[config.mk]
export PLATFORM = sky130hd
export DESIGN_NAME = icache_data_ctrl
export DESIGN_NICKNAME = d
export VERILOG_FILES = /design/src/rtl/icache_data_ctrl.sv
export SDC_FILE = /design/constraint.sdc
export NUM_CORES = 1
export LEC_CHECK = 0
export CORE_MARGIN = 2
export CORE_UTILIZATION = 34
export DETAILED_ROUTE_END_ITERATION = 7
export HOLD_SLACK_MARGIN = 0.12
export SLEW_MARGIN = 20
export SYNTH_ARGS = -nofsm -noshare
export SYNTH_HDL_FRONTEND = slang
export SYNTH_SLANG_ARGS = --single-unit
export TNS_END_PERCENT = 20
[constraint.sdc]
create_clock -name clk -period 9.6 [get_ports clk]
set_clock_uncertainty 0.05 [all_clocks]
set_input_delay 1.44 -clock clk [delete_from_list [all_inputs] [get_ports clk]]
set_output_delay 1.44 -clock clk [all_outputs]
set_load 0.005 [all_outputs]
[src/rtl/icache_data_ctrl.sv]
// icache_data_ctrl: direct-mapped icache controller driving a 1W/1R data SRAM.
// Tags and valid bits live in flops; misses refill one line from memory.
module icache_data_ctrl #(
    parameter int ADDR_WIDTH  = 32,
    parameter int INDEX_WIDTH = 5,
    parameter int DATA_WIDTH  = 64,
    parameter int TAG_WIDTH   = ADDR_WIDTH - INDEX_WIDTH - 3
) (
    input  logic                   clk,
    input  logic                   rst,
    input  logic                   fetch_valid,
    output logic                   fetch_ready,
    input  logic [ADDR_WIDTH-1:0]  fetch_addr,
    output logic                   resp_valid,
    input  logic                   resp_ready,
    output logic [DATA_WIDTH-1:0]  resp_data,
    input  logic                   flush,
    output logic                   mem_req_valid,
    input  logic                   mem_req_ready,
    output logic [ADDR_WIDTH-1:0]  mem_req_addr,
    input  logic                   mem_resp_valid,
    input  logic [DATA_WIDTH-1:0]  mem_resp_data,
    output logic                   sram_csb0,
    output logic [INDEX_WIDTH-1:0] sram_addr0,
    output logic [DATA_WIDTH-1:0]  sram_din0,
    output logic                   sram_csb1,
    output logic [INDEX_WIDTH-1:0] sram_addr1,
    input  logic [DATA_WIDTH-1:0]  sram_dout1
);

    localparam int LINES = 1 << INDEX_WIDTH;

    typedef enum logic [2:0] {
        IDLE,
        LOOKUP,
        MISS_REQ,
        MISS_WAIT,
        RESP
    } state_t;

    state_t                 state;
    logic [ADDR_WIDTH-1:0]  addr_q;
    logic [LINES-1:0]       valid_q;
    logic [TAG_WIDTH-1:0]   tag_q [LINES];
    logic                   flush_pend;

    logic [INDEX_WIDTH-1:0] idx_q;
    logic [TAG_WIDTH-1:0]   tag_in;
    logic                   accept;
    logic                   beat;
    logic                   hit;

    assign idx_q  = addr_q[INDEX_WIDTH+2:3];
    assign tag_in = addr_q[ADDR_WIDTH-1:INDEX_WIDTH+3];

    assign fetch_ready = (state == IDLE) && !flush && !flush_pend;
    assign accept      = fetch_valid && fetch_ready;
    assign beat        = (state == MISS_WAIT) && mem_resp_valid;
    assign hit         = valid_q[idx_q] && (tag_q[idx_q] == tag_in);

    // SRAM pins: read only on accept, write only on the refill beat
    always_comb begin
        sram_csb1  = !accept;
        sram_addr1 = accept ? fetch_addr[INDEX_WIDTH+2:3] : '0;
        sram_csb0  = !beat;
        sram_addr0 = beat ? idx_q : '0;
        sram_din0  = beat ? mem_resp_data : '0;
    end

    // Tag array needs no reset: a tag is only read behind its valid bit
    always_ff @(posedge clk) begin
        if (beat) begin
            tag_q[idx_q] <= tag_in;
        end
    end

    // Control FSM with registered handshake outputs
    always_ff @(posedge clk) begin
        if (rst) begin
            state         <= IDLE;
            addr_q        <= '0;
            valid_q       <= '0;
            flush_pend    <= 1'b0;
            resp_valid    <= 1'b0;
            resp_data     <= '0;
            mem_req_valid <= 1'b0;
            mem_req_addr  <= '0;
        end else begin
            if (flush) begin
                flush_pend <= 1'b1;
            end
            unique case (state)
                IDLE: begin
                    if (flush_pend) begin
                        valid_q <= '0;
                        if (!flush) begin
                            flush_pend <= 1'b0;
                        end
                    end else if (accept) begin
                        addr_q <= fetch_addr;
                        state  <= LOOKUP;
                    end
                end
                LOOKUP: begin
                    if (hit) begin
                        resp_data  <= sram_dout1;
                        resp_valid <= 1'b1;
                        state      <= RESP;
                    end else begin
                        mem_req_valid <= 1'b1;
                        mem_req_addr  <= addr_q & ~ADDR_WIDTH'(7);
                        state         <= MISS_REQ;
                    end
                end
                MISS_REQ: begin
                    if (mem_req_ready) begin
                        mem_req_valid <= 1'b0;
                        state         <= MISS_WAIT;
                    end
                end
                MISS_WAIT: begin
                    if (mem_resp_valid) begin
                        valid_q[idx_q] <= 1'b1;
                        resp_data      <= mem_resp_data;
                        resp_valid     <= 1'b1;
                        state          <= RESP;
                    end
                end
                RESP: begin
                    if (resp_ready) begin
                        resp_valid <= 1'b0;
                        state      <= IDLE;
                    end
                end
                default: state <= IDLE;
            endcase
        end
    end

endmodule

Word level (Yosys, flattened, before mapping)
Memories as Yosys holds them, arrays and structs flattened. A register that Yosys moved wholly into a read port is not among the register bits.
Index checks and enable logic that the tools add are counted.
- bitwise logic cells: 3
- mux-type cells: 35
- reduce and logical (&&, ||, !) cells: 22
- eq/ne operators: 13
- order comparisons: 2
- operators by type and width (cell ; number):
    $mux W64 ; 3
    $pmux W64 S2 ; 1
    $mux W32 ; 2
    $pmux W32 S2 ; 1
    $or A32 B32 Y32 ; 1
    $eq A24 B24 Y1 ; 1
    $mux W5 ; 4
    $mux W3 ; 6
    $ne A2 B2 Y1 const B ; 8
    $pmux W3 S5 ; 1
    $mux W1 ; 13
    $reduce_and A3 Y1 ; 4
    $eq A3 B2 Y1 const B ; 2
    $logic_and A1 B1 Y1 ; 6
    $lt A5 B6 Y1 const B ; 1
    $reduce_bool A2 Y1 ; 3
    $bmux W1 S5 ; 1
    $demux W1 S5 ; 1
    $ge A5 B1 Y1 const B ; 1
    $reduce_and A5 Y1 ; 1
    $logic_not A1 Y1 ; 4
    $reduce_and A4 Y1 ; 1
    $eq A3 B1 Y1 const B ; 1
    $eq A3 B3 Y1 const B ; 1
    6 further kinds ; 7
- register bits after elaboration: 163
- bits in writable memories: 768
- output and inout bits: 175
- input bits: 167
- memories: 1
- memory list (memory ; words ; width ; rd ports ; clocked after Yosys merged registers in ; write ports ; line ; text):
    tag_q ; 32 ; 24 ; 1 ; 1 ; 1 ; 44 ; logic [TAG_WIDTH-1:0] tag_q [LINES];

Depth between registers and ports, before layout
- depth after elaboration: 7
- depth in mapped cells: 17

Least setup slack after synthesis
OpenSTA, ideal clock, no wires.
- kind: input to output
- start: in mem_resp_valid
- end: out sram_din0[14]
- path slack: 5368 ps
- arrival: 2742 ps
- path buffers: 4
- data required time: 8110 ps
- stages: 8
- cells stage by stage: and2_1 clkbuf_1 nor2b_1 clkbuf_1 inv_1 clkbuf_1 buf_1 nor2_1
- word-level cells in the longest chain between the ends: 2
- ends and longest elaborated chain (item ; line ; text):
    start: declaration ; 21 ; input logic mem_resp_valid,
    $logic_and A1 B1 Y1 ; 58 ; assign beat = (state == MISS_WAIT) && mem_resp_valid;
    $mux W64 ; 67 ; sram_din0 = beat ? mem_resp_data : '0;
    end: declaration ; 25 ; output logic [DATA_WIDTH-1:0] sram_din0,
No other way between the ends.

Final worst setup path
- start: in mem_resp_valid
- end: out sram_din0[8]
The elaborated chain is that of the path after synthesis.

==> metrics <==
hold crit path type reg -> reg; Worst Setup End Kind primary output; Yosys reg bits around 930; routing usage on met2 33.0%; Pre-Repair DR Iteration Count 5; Worst-path clk slew roughly 0.060 ns; setup TNS 0 ns; die area approximately 0.12 mm²; relative slew slack 24.8%; GR Layer Usage met3 4.71%; CTS tree done; H-tree lvl count 3; vias in the first global route around 24000; die width about 340 µm; unrepaired setup endpoints after global routing no; synth unique cells between 60 and 70; Mean Syn Cell Area ~15 µm²; synthesis-to-finish area growth 21.2%; asr flop ratio synth 0%; initial DRC count roughly 2600; hpwl dp 73000 µm; Post-synth top flop edfxtp_1; GR Layer Usage met1 roughly a quarter; Initial Utilization approximately a third; setup violators final 0; initial antenna violation count 17; status completed; largest net degree at the start of global routing 130; post-route ant nets 0; Avg Vias per Cell between 5 and 6; PD cells 191 mW/mm²; routed len/inst ~27 µm; Setup CP Type in -> out; GRT Total Usage about 20%; P_leak 14.5 nW; Root Driver clkbuf_16; Least-Margin Pin Slew roughly 1.1 ns; fin crit period 5.80 ns; Cell Area, Synth between 0.03 and 0.04 mm²; WL final 121000 µm; # rows roughly 120; die height between 300 and 400 µm; fill count 10233; total CTS buffers 93; Core Region 0.113 mm²; fin nets 3109; sequential element share of the synthesized area around 68%; crit path max fanout 65; GRT busiest layer met2; Max clock buf depth 3; Worst Setup Start Kind input pin; RD Place Congestion 0.944; Post-CTS Repair Setup Buffers 0; Slew Limit Fails 0; share of cells above drive strength 1 13.5%; grt total ovfl 0; cell count after synthesis ~2600; CP Data Required Time 8.11 ns; final hold slack ~0.4 ns; Resized cells post-CTS 0; first-pass GRT wire length between 150000 and 200000 µm; IO Count approximately 340; Peak Freq 0.173 GHz; max cap viols 0; Fin. Hold Viols 0; Clock Sinks 933; Hold-fix buffers, CTS 0; Synthesis Warnings 0; Port Buf Inserts between 300 and 400; DR vias 24580; drt drc 0; Post-synth EDFFs about 770; maximum vdd drop approximately 0.00015 V; Skew-Pair Late Insertion Delay about 0.70 ns; Final Cycle Share 60.4%; crit path DAT between 4 and 5 ns
## synthesized netlist by cell type, drive strengths merged (3+ instances only)
| master | number | area, µm² |
|---|---|---|
| clkbuf | 92 | 345 |
| nor3b | 4 | 30.0 |
| a211oi | 3 | 27.5 |
| a221oi | 8 | 70.1 |
| edfxtp | 768 | 23100 |
| nor2b | 12 | 75.1 |
| nor3 | 70 | 355 |
| mux2i | 249 | 2490 |
| mux4 | 134 | 3020 |
| nand2b | 9 | 56.3 |
| nand4 | 13 | 81.3 |
| mux2 | 5 | 56.3 |
| nor2 | 236 | 888 |
| o21ai | 8 | 40.0 |
| and2 | 7 | 43.8 |
| o211ai | 3 | 22.5 |
| inv | 77 | 289 |
| a31oi | 8 | 50.1 |
| o22ai | 22 | 138 |
| xnor2 | 8 | 70.1 |
| a22oi | 61 | 458 |
| nor4 | 7 | 43.8 |
| nand3b | 4 | 30.0 |
| and3 | 7 | 43.8 |
| or2 | 3 | 18.8 |
| a22o | 4 | 35.0 |
| nand3 | 166 | 831 |
| a21oi | 113 | 566 |
| a2111o | 64 | 721 |
| xor2 | 17 | 149 |
| dfxtp | 165 | 3300 |
| buf | 99 | 614 |
| nand2 | 155 | 582 |
## area by class of cell
class	count	area, µm²	share of cell area, %
antenna	6	15.0	0.0319
clock buffer	124	2490	5.30
clock inverter	46	503	1.07
inverter	77	292	0.620
multi-input combinational	1425	11500	24.4
sequential	933	26400	56.1
tap	1500	1880	3.99
timing repair buffer	412	3980	8.47
## critical path, cell delays in order
cell             delay, ns
clkdlybuf4s50_1       0.52
and2_2                0.16
nor2b_1               0.49
inv_2                 0.04
buf_4                 0.39
nor2_1                0.60
clkdlybuf4s50_1       0.63
## metal layers
| layer | share of wire (%) | vias up | wire length (µm) |
|---|---|---|---|
| met3 | 8.6 | 199 | 10400 |
| met4 | 3.7 | 16 | 4500 |
| met5 | 0.087 | - | 105 |
| li1 | - | 10736 | - |
| met1 | 40 | 12565 | 48600 |
| met2 | 48 | 1064 | 57800 |
## metrics by stage
stage | instance area, µm² | worst slack, ns | power, mW | utilization, % | instances
finish | 47000 | 3.80 | 8.97 | 41.7 | 4523
global route | 47000 | 3.66 | 9.25 | 41.7 | 4523
CTS | 47000 | 3.78 | 9.02 | 41.7 | 4517
detailed placement | 44000 | 3.79 | 5.45 | 39.0 | 4347
global placement | 44000 | 3.79 | 5.44 | 39.0 | 4347
floorplan | 38800 | 5.37 | 5.04 | - | 2626
## flip-flops by register name, summed over array words and instances (netlist names), named ones only
signal / flops
mem_req_addr: 29
mem_req_valid: 1
valid_q: 32
addr_q: 29
state: 3
resp_data: 64
tag_q: 768
flush_pend: 1
resp_valid: 1
## final timing paths
check	start	end	slack, ns	cells after the start
setup / recovery	mem_resp_valid	sram_din0[8]	3.80	7
hold / removal	mem_req_addr[29]	mem_req_addr[29]	0.41	2
setup reg to reg	flip-flop	resp_data[57]	3.81	10
hold reg to reg	mem_req_addr[29]	mem_req_addr[29]	0.41	2
## cell usage in the layout (no fill, tap or decap), types with 9 or more instances in the layout
cell and instances:
edfxtp_1 768, clkdlybuf4s50_1 334, mux2i_1 249, nor2_1 202, nand3_1 166, nand2_1 154
dfxtp_1 153, mux4_2 134, a21oi_1 113, clkbuf_16 94, inv_1 73, buf_4 73
nor3_1 69, a2111o_1 64, a22oi_1 61, nor2_4 33, clkbuf_1 27, o22ai_1 22
xor2_1 17, clkinv_1 15, clkinv_2 14, nand4_1 13, nor2b_1 11, nand2b_1 9
dfxtp_2 9
## report_power, final
part	internal (mW)	switching, mW
registers	4.44	0.0742
logic	0.383	0.469
clock network	2.03	1.58
total	6.85	2.12
## kinds of logic (layout without fill, tap and decap cells)
family	count (synthesis)	after routing	share of synthesized area (%)
flops	933	933	67.9
other cells	1	9	0.00966
buf+inv	268	659	3.22
mux	388	388	14.3
xor+xnor	25	25	0.564
compound gates	306	306	5.75
simple gates	703	703	8.17
Note: power is estimated with default switching activity, not from simulation.
